### src/rtl/q_sys_pio_pkg.sv
// Shared PIO poller types and constants.
// FSM state encoding, slave read latency and PIO register map.
package q_sys_pio_pkg;

  typedef enum logic [1:0] {
    IDLE    = 2'd0,
    WAIT    = 2'd1,
    READ    = 2'd2,
    CAPTURE = 2'd3
  } state_t;

  localparam int         RD_LATENCY    = 1;
  localparam logic [1:0] PIO_DATA_ADDR = 2'd0;

endpackage

### src/rtl/q_sys_interval_timer.sv
// Loadable down-counter with zero flag for the poll interval.
// A load takes priority; counting stops at zero.
module q_sys_interval_timer #(
  parameter int W = 16
) (
  input  logic         clk,
  input  logic         reset_n,
  input  logic         load,
  input  logic         count,
  input  logic [W-1:0] load_val,
  output logic         zero
);

  logic [W-1:0] cnt;

  always_ff @(posedge clk) begin
    if (!reset_n) begin
      cnt <= '0;
    end else if (load) begin
      cnt <= load_val;
    end else if (count && cnt != '0) begin
      cnt <= cnt - 1'b1;
    end
  end

  assign zero = (cnt == '0);

endmodule

### src/rtl/q_sys_dig_error_poller.sv
// Periodic Avalon-MM poller of a PIO data register.
// Tracks newly risen bits, sticky OR of samples and an error irq.
module q_sys_dig_error_poller
  import q_sys_pio_pkg::*;
#(
  parameter int POLL_INTERVAL = 1000,
  parameter int DATA_W        = 20,
  parameter int CNT_W         = 16
) (
  input  logic              clk,
  input  logic              reset_n,
  input  logic              enable,
  input  logic              clear,
  output logic [1:0]        avm_address,
  output logic              avm_read,
  input  logic [31:0]       avm_readdata,
  output logic [DATA_W-1:0] last_sample,
  output logic [DATA_W-1:0] sticky_error,
  output logic [CNT_W-1:0]  error_count,
  output logic              error_irq
);

  localparam int TW = 16;
  localparam logic [TW-1:0] RELOAD = TW'(POLL_INTERVAL - 3);

  state_t state, state_nx;

  logic              en_q;
  logic              zero;
  logic              tmr_load;
  logic              tmr_count;
  logic              unused_rd;
  logic [DATA_W-1:0] sample;
  logic [DATA_W-1:0] rise;
  logic [DATA_W-1:0] sticky_base;
  logic [CNT_W-1:0]  cnt_base;
  logic              irq_base;

  assign avm_address = PIO_DATA_ADDR;
  assign sample      = avm_readdata[DATA_W-1:0];
  assign unused_rd   = ^avm_readdata;
  assign rise        = sample & ~last_sample;

  // clear zeroes the base; a coincident capture then builds on zero
  assign sticky_base = clear ? '0 : sticky_error;
  assign cnt_base    = clear ? '0 : error_count;
  assign irq_base    = clear ? 1'b0 : error_irq;

  assign tmr_load  = (state == CAPTURE) && enable;
  assign tmr_count = (state == WAIT);

  q_sys_interval_timer #(
    .W (TW)
  ) u_timer (
    .clk      (clk),
    .reset_n  (reset_n),
    .load     (tmr_load),
    .count    (tmr_count),
    .load_val (RELOAD),
    .zero     (zero)
  );

  always_comb begin
    state_nx = state;
    unique case (state)
      IDLE:    if (en_q) state_nx = READ;
      READ:    state_nx = CAPTURE;
      CAPTURE: state_nx = enable ? WAIT : IDLE;
      WAIT: begin
        if (!enable)   state_nx = IDLE;
        else if (zero) state_nx = READ;
      end
      default: state_nx = IDLE;
    endcase
  end

  always_ff @(posedge clk) begin
    if (!reset_n) begin
      state        <= IDLE;
      en_q         <= 1'b0;
      avm_read     <= 1'b0;
      last_sample  <= '0;
      sticky_error <= '0;
      error_count  <= '0;
      error_irq    <= 1'b0;
    end else begin
      state    <= state_nx;
      en_q     <= enable;
      avm_read <= (state_nx == READ);
      if (state == CAPTURE) begin
        last_sample  <= sample;
        sticky_error <= sticky_base | sample;
        error_irq    <= irq_base | (|(sample & ~sticky_base));
        if (|rise && !(&cnt_base))
          error_count <= cnt_base + 1'b1;
        else
          error_count <= cnt_base;
      end else begin
        sticky_error <= sticky_base;
        error_count  <= cnt_base;
        error_irq    <= irq_base;
      end
    end
  end

endmodule

### config.mk
export PLATFORM = sky130hd
export DESIGN_NAME = q_sys_dig_error_poller
export DESIGN_NICKNAME = d
export VERILOG_FILES = /design/src/rtl/q_sys_pio_pkg.sv /design/src/rtl/q_sys_interval_timer.sv /design/src/rtl/q_sys_dig_error_poller.sv
export SDC_FILE = /design/constraint.sdc
export NUM_CORES = 1
export LEC_CHECK = 0
export ABC_AREA = 1
export BUFFER_PORTS_ARGS = -buffer_cell sky130_fd_sc_hd__buf_4
export CAP_MARGIN = 20
export CORE_AREA = 2 2 93 95
export DETAILED_ROUTE_END_ITERATION = 10
export DIE_AREA = 0 0 95 97
export GPL_ROUTABILITY_DRIVEN = 1
export PLACE_DENSITY = 0.74
export SLEW_MARGIN = 5
export SYNTH_ARGS = -nofsm -noshare
export SYNTH_HDL_FRONTEND = slang
export SYNTH_HIERARCHICAL = 1
export SYNTH_SLANG_ARGS = --single-unit
### constraint.sdc
create_clock -name clk -period 2.33 [get_ports clk]
set_input_delay 0.233 -clock clk [delete_from_list [all_inputs] [get_ports clk]]
set_output_delay 0.233 -clock clk [all_outputs]
set_load 0.02 [all_outputs]
### Yosys cells after proc, flatten, opt, wreduce, memory -nomap -nowiden

Cells that the tools add are included.

* bits in registers: 77
* input port bits: 36
* output and inout bits: 60
* word-level logic and storage cells: 48

* add/subtract/negate cells: 2
* eq/ne operators: 4
* mux-type cells: 14
* bitwise gates (word level): 7
* reduce and logical (&&, ||, !) cells: 12

Operators with widths (number)
* 16-bit 2-to-1 mux: 3
* 20-bit bitwise AND: 2
* 20-bit 2-to-1 mux: 2
* 20-bit inverter: 2
* 20-bit OR reduction: 2
* 10-bit 2-to-1 mux: 2
* 20-bit OR: 1
* 16-bit by 1-bit adder with 16-bit output, second input constant: 1
* 16-bit logical NOT: 1
* 16-bit AND reduction: 1
* 16-bit nonzero test: 1
* 16-bit by 1-bit subtractor with 16-bit output, second input constant: 1
* 2-bit one-hot mux with 4 select lines: 1
* 2-bit == test, second input constant: 3
* 2-bit 2-to-1 mux: 3
* 1-bit logical AND: 3
* 1-bit 2-to-1 mux: 3
* 2-bit by 1-bit == test with 1-bit output, second input constant: 1
* 2-bit logical NOT: 1
* 2-bit nonzero test: 1
* 2-bit OR reduction: 1
* 1-bit logical NOT: 1
* 1-bit inverter: 1
* 1-bit OR: 1

### Logic depth before layout (Yosys ltp)

* word-level depth: 6
* mapped depth: 12
* mapped depth without buffers: 11

### By module

The synthesis kept the hierarchy.

Modules (own cells, without submodules)
* q_sys_dig_error_poller: instances 1, cells each 420, area each 2802.7 um^2, sequential area each 1221.2 um^2
* q_sys_interval_timer: instances 1, cells each 220, area each 1206.2 um^2, sequential area each 320.3 um^2

### Least setup slack after synthesis

No wires, ideal clock.

* kind: reg2reg
* start: register error_count[0]
* end: register error_count[10]
* setup time: 115 ps
* arrival: 1703 ps
* data required time: 2215 ps
* slack: 512 ps
* cell stages (with the launch flop): 12
* path buffers: 1
* period minus slack after synthesis: 1818 ps
* cells stage by stage: dfxtp_1 inv_1 nor2_1 ha_1 nand4_2 nor2_2 nand4_1 nand2_1 nor2_4 buf_4 a21oi_1 nor2_1

* cells in the longest elaborated chain, start to end: 6
* elaborated cells on any way between the ends: 7
* classes of those cells: add/sub (1); mux (3); reduce/logical (3)

Ends and longest elaborated chain
* start, declared: RTL line q_sys_dig_error_poller.sv:19 `output logic [CNT_W-1:0] error_count,`
* start signal, assigned: RTL line q_sys_dig_error_poller.sv:95 `error_count <= cnt_base + 1'b1;`
* start signal, assigned: RTL line q_sys_dig_error_poller.sv:97 `error_count <= cnt_base;`
* start signal, assigned: RTL line q_sys_dig_error_poller.sv:100 `error_count <= cnt_base;`
* 16-bit 2-to-1 mux *: RTL line q_sys_dig_error_poller.sv:46 `assign cnt_base = clear ? '0 : error_count;`
* branches (longest 3 deep; another with 16-bit by 1-bit adder with 16-bit output)
* 16-bit 2-to-1 mux *: RTL line q_sys_dig_error_poller.sv:94 `if (|rise && !(&cnt_base))`
* 16-bit 2-to-1 mux *: RTL line q_sys_dig_error_poller.sv:90 `if (state == CAPTURE) begin`

Every way passes the cells marked *.
A chain may end at the register's enable or synchronous reset.

### Final worst setup path

* start: register u_timer.cnt[0]
* end: register avm_read

* cells in the longest elaborated chain, start to end: 5

Ends and longest elaborated chain
* start, declared: RTL line q_sys_interval_timer.sv:14 `logic [W-1:0] cnt;`
* start signal, assigned: RTL line q_sys_interval_timer.sv:20 `cnt <= load_val;`
* start signal, assigned: RTL line q_sys_interval_timer.sv:22 `cnt <= cnt - 1'b1;`
* 16-bit logical NOT: RTL line q_sys_interval_timer.sv:26 `assign zero = (cnt == '0);`
* via zero: RTL line q_sys_dig_error_poller.sv:29 `logic zero;`
* 2-bit 2-to-1 mux: RTL line q_sys_dig_error_poller.sv:71 `else if (zero) state_nx = READ;`
* 2-bit 2-to-1 mux: RTL line q_sys_dig_error_poller.sv:70 `if (!enable) state_nx = IDLE;`
* 2-bit one-hot mux with 4 select lines: RTL line q_sys_dig_error_poller.sv:65 `unique case (state)`
* 2-bit == test: RTL line q_sys_dig_error_poller.sv:89 `avm_read <= (state_nx == READ);`
* end signal, assigned: RTL line q_sys_dig_error_poller.sv:89
* end, declared: RTL line q_sys_dig_error_poller.sv:15 `output logic avm_read,`

The timed path passes the listed nets, and every way through them passes these cells.

==> impl_metrics.json <==
{
  "routabilityCongestion": 0.8657,
  "timing.fmax_mhz": 498.3,
  "synthDistinctLibCells": 34,
  "worstSetupStartpointType": "register",
  "cellInternalPower_mw": 3.049,
  "final_antenna_net_count": 0,
  "p_leak_nw": 2.362,
  "worst_hold_startpoint": "enable",
  "worst_skew_pair.late_latency_ns": 0.35,
  "r2r-end": "avm_read",
  "htree_levels": 3,
  "setup_repair_after_global_routing_missed_its_margin": "no",
  "antenna_cells": 0,
  "cts_setup_buffers": 0,
  "post_cts_hold_buffer_count": 0,
  "final_area_um2": 4908,
  "core_area_um2": 8134,
  "synth.ff_latch_count": 77,
  "slew-limit-headroom_pct": 59.42,
  "finalCritPeriodShare_pct": 86.13,
  "peakVddDrop_mv": 0.5346,
  "post_cts.resized_instances": 0,
  "top_level_ports": 96,
  "chipHeight_um": 97,
  "p_per_area_nw_per_um2": 1130,
  "power.switching_mw": 2.500,
  "utilization_pct": 60.34,
  "antenna_found_initial": 0,
  "cts_max_path_buffers": 2,
  "groute.usage.overall_pct": 22.56,
  "worst_case_setup_slack_after_placement_ns": 0.3492,
  "avgRoutedWirePerCell_um": 11.81,
  "post-dp-hpwl_um": 7222,
  "clk_root_buffer_cell": "sky130_fd_sc_hd__clkbuf_8",
  "design.die.area_um2": 9215,
  "die_w_um": 95,
  "finClkSkew_ns": 0.01097,
  "launch_point_of_the_worst_reg_to_reg_path": "u_timer/cnt[0]",
  "critPathMaxFanout": 7,
  "synthArstFlopShare_pct": 0,
  "hold-worst-slack_ns": 0.1180,
  "worstMarginPinSlew_ns": 0.6073,
  "drv_slew": 0,
  "drt_iter0_drc": 146,
  "sequentialPowerShare_pct": 30.6,
  "net_count_reported_at_finish": 768,
  "finalWorstSetupSlack_ns": 0.3232,
  "worst_min_delay_path_category": "input port to register",
  "drive_gt1_share_pct": 16.49,
  "worst-endpoint-required_ns": 2.60,
  "placementRows": 33,
  "p_sw_share_pct": 45.05,
  "hold_end": "en_q",
  "end_kind": "register",
  "comb_power_share_pct": 51.3,
  "numCtsBuffers": 9,
  "status": "finished clean",
  "initial_cell_density_of_the_core_pct": 49.28,
  "placedInstanceArea_um2": 4718,
  "synth-edff-count": 0,
  "drt-vias-per-instance": 4.906,
  "post_synth_inst_count": 640,
  "drt_pre_antenna_iters": 4,
  "largest_net_degree_at_the_start_of_global_routing": 42,
  "buffer_ports.inserted": 81,
  "clock_sink_count": 77,
  "drc_errors": 0,
  "worstSetupPathType": "register to register",
  "synth.cell_area_um2": 4009,
  "timing.setup.tns_ns": 0,
  "postRouteWirelength_um": 9907,
  "finalCriticalPeriod_ns": 2.007,
  "ys_seq_area_share_pct": 38.45,
  "nFillCells": 785,
  "vias_in_the_first_global_route": 3827,
  "min_path_cells": 3,
  "worst_setup_hold_path_clk_slew_ns": 0.08,
  "setup_viol": 0,
  "timing.final.hold_violations": 0,
  "yosys_warnings": 6,
  "r2r.worst_path.cells": 9,
  "power.clock.fraction_pct": 18.2,
  "ys.flop_type": "sky130_fd_sc_hd__dfxtp_1",
  "clock_tree_from_tritoncts": "built",
  "vias": 4116,
  "grt_ovf": 0,
  "maxCapViolCount": 0,
  "first_pass_grt_wire_length_um": 16880,
  "synthToLayoutAreaGrowth_pct": 22.44,
  "rrSetupSlack_ns": 0.32,
  "postSynthAreaPerCell_um2": 6.264,
  "worstPathArrival_ns": 2.28
}
==> power groups by stage <==
stage | logic (mW) | clock network, mW | registers [mW]
final | 2.84 | 1.01 | 1.70
after global routing | 3.28 | 1.08 | 1.73
after CTS | 2.84 | 1.03 | 1.69
after detailed placement | 2.83 | 0 | 1.72
after global placement | 2.76 | 0 | 1.71
after floorplan | 2.28 | 0 | 1.72
==> worst max-delay path, cell delays in order, from the launching register on <==
cell                      delay [ns]
sky130_fd_sc_hd__dfxtp_1        0.32
sky130_fd_sc_hd__inv_1          0.07
sky130_fd_sc_hd__ha_1           0.20
sky130_fd_sc_hd__nand2_2        0.11
sky130_fd_sc_hd__nor2_2         0.24
sky130_fd_sc_hd__nand2_1        0.12
sky130_fd_sc_hd__nor4_1         0.40
sky130_fd_sc_hd__nor2_1         0.10
sky130_fd_sc_hd__o22ai_1        0.17
sky130_fd_sc_hd__nor3b_1        0.19
==> cells in the final DEF (no fill, tap or decap), drive strengths merged <==
cell	count
inv	75
bufinv	1
o22ai	1
a21boi	3
nor2	114
conb	18
a31oi	2
o211ai	1
clkinv	5
nor3	4
nand3	42
o21ai	25
xnor2	1
nand2	193
o21bai	1
nor3b	2
buf	87
nand4	4
a21oi	62
or2	1
ha	2
dfxtp	77
clkbuf	11
nor4	2
==> cells in the mapped netlist, types with 2 or more instances <==
library cell | n | area (um^2)
sky130_fd_sc_hd__nand2_4 | 2 | 22.52
sky130_fd_sc_hd__nand2_2 | 3 | 18.77
sky130_fd_sc_hd__nor3b_1 | 2 | 15.01
sky130_fd_sc_hd__nand2_1 | 188 | 705.7
sky130_fd_sc_hd__o21ai_0 | 18 | 90.09
sky130_fd_sc_hd__nor2_2 | 7 | 43.79
sky130_fd_sc_hd__nor4_1 | 2 | 12.51
sky130_fd_sc_hd__inv_2 | 2 | 7.510
sky130_fd_sc_hd__clkinv_1 | 2 | 7.510
sky130_fd_sc_hd__a21boi_0 | 2 | 15.01
sky130_fd_sc_hd__dfxtp_1 | 77 | 1541
sky130_fd_sc_hd__o21ai_1 | 7 | 35.03
sky130_fd_sc_hd__buf_6 | 4 | 45.04
sky130_fd_sc_hd__buf_2 | 3 | 15.01
sky130_fd_sc_hd__a31oi_1 | 2 | 12.51
sky130_fd_sc_hd__inv_1 | 73 | 274.0
sky130_fd_sc_hd__nand4_1 | 3 | 18.77
sky130_fd_sc_hd__ha_1 | 2 | 25.02
sky130_fd_sc_hd__clkbuf_1 | 14 | 52.55
sky130_fd_sc_hd__nand3_1 | 39 | 195.2
sky130_fd_sc_hd__nor3_1 | 4 | 20.02
sky130_fd_sc_hd__nand3_2 | 3 | 30.03
sky130_fd_sc_hd__conb_1 | 2 | 7.510
sky130_fd_sc_hd__a21oi_1 | 62 | 310.3
sky130_fd_sc_hd__nor2_1 | 106 | 397.9
sky130_fd_sc_hd__buf_4 | 3 | 22.52
==> sequential cells by signal (all words and copies together), names as in the netlist <==
name	count
avm_read	1
en_q	1
error_count	16
error_irq	1
last_sample	20
state	2
sticky_error	20
u_timer/cnt	16
==> cell type report <==
cell class	instances	area [um^2]	share of cell area, %
Sequential cell	77	1541	31.40
Inverter	77	289.0	5.888
Multi-Input combinational cell	478	2103	42.85
Tap cell	105	131.4	2.677
Clock inverter	4	48.80	0.9941
Timing Repair Buffer	87	653.1	13.31
Clock buffer	11	141.4	2.880
==> cell families after synthesis <==
kind of cell    synth area share [%]
fa+ha+maj                     0.6241
compound gates                 12.27
xor+xnor                      0.2185
other cells                   0.1873
buf+inv                        10.58
flops                          38.45
simple gates                   37.67
==> stage by stage <==
stage,cells,power (mW)
finish,839,5.549
global route,839,6.087
CTS,839,5.566
detailed placement,824,4.547
global placement,824,4.472
floorplan,656,3.997
==> worst max-delay path by stage <==
| stage | start | to | slack (ns) | depth (start not counted) |
|---|---|---|---|---|
| 6_report | u_timer/cnt[0] | avm_read | 0.32 | 9 |
| 5_1_grt | u_timer/cnt[0] | avm_read | 0.09 | 9 |
| 4_1_cts | u_timer/cnt[0] | avm_read | 0.34 | 9 |
| 3_5_place_dp | clear | error_count[4] | 0.35 | 11 |
| 3_3_place_gp | clear | error_count[13] | 0.38 | 11 |
| 2_1_floorplan | error_count[0] | error_count[10] | 0.51 | 11 |
==> metal layers <==
layer  track usage [%]  vias to the layer above  share of wire [%]
li1                  -                     2171                  -
met1             28.72                     1818                 45
met2             36.77                      116                 46
met3             5.919                       11                7.7
met4             7.469                        0                1.6
met5                 0                        -                  0
Power figures use the tool's default switching activity.
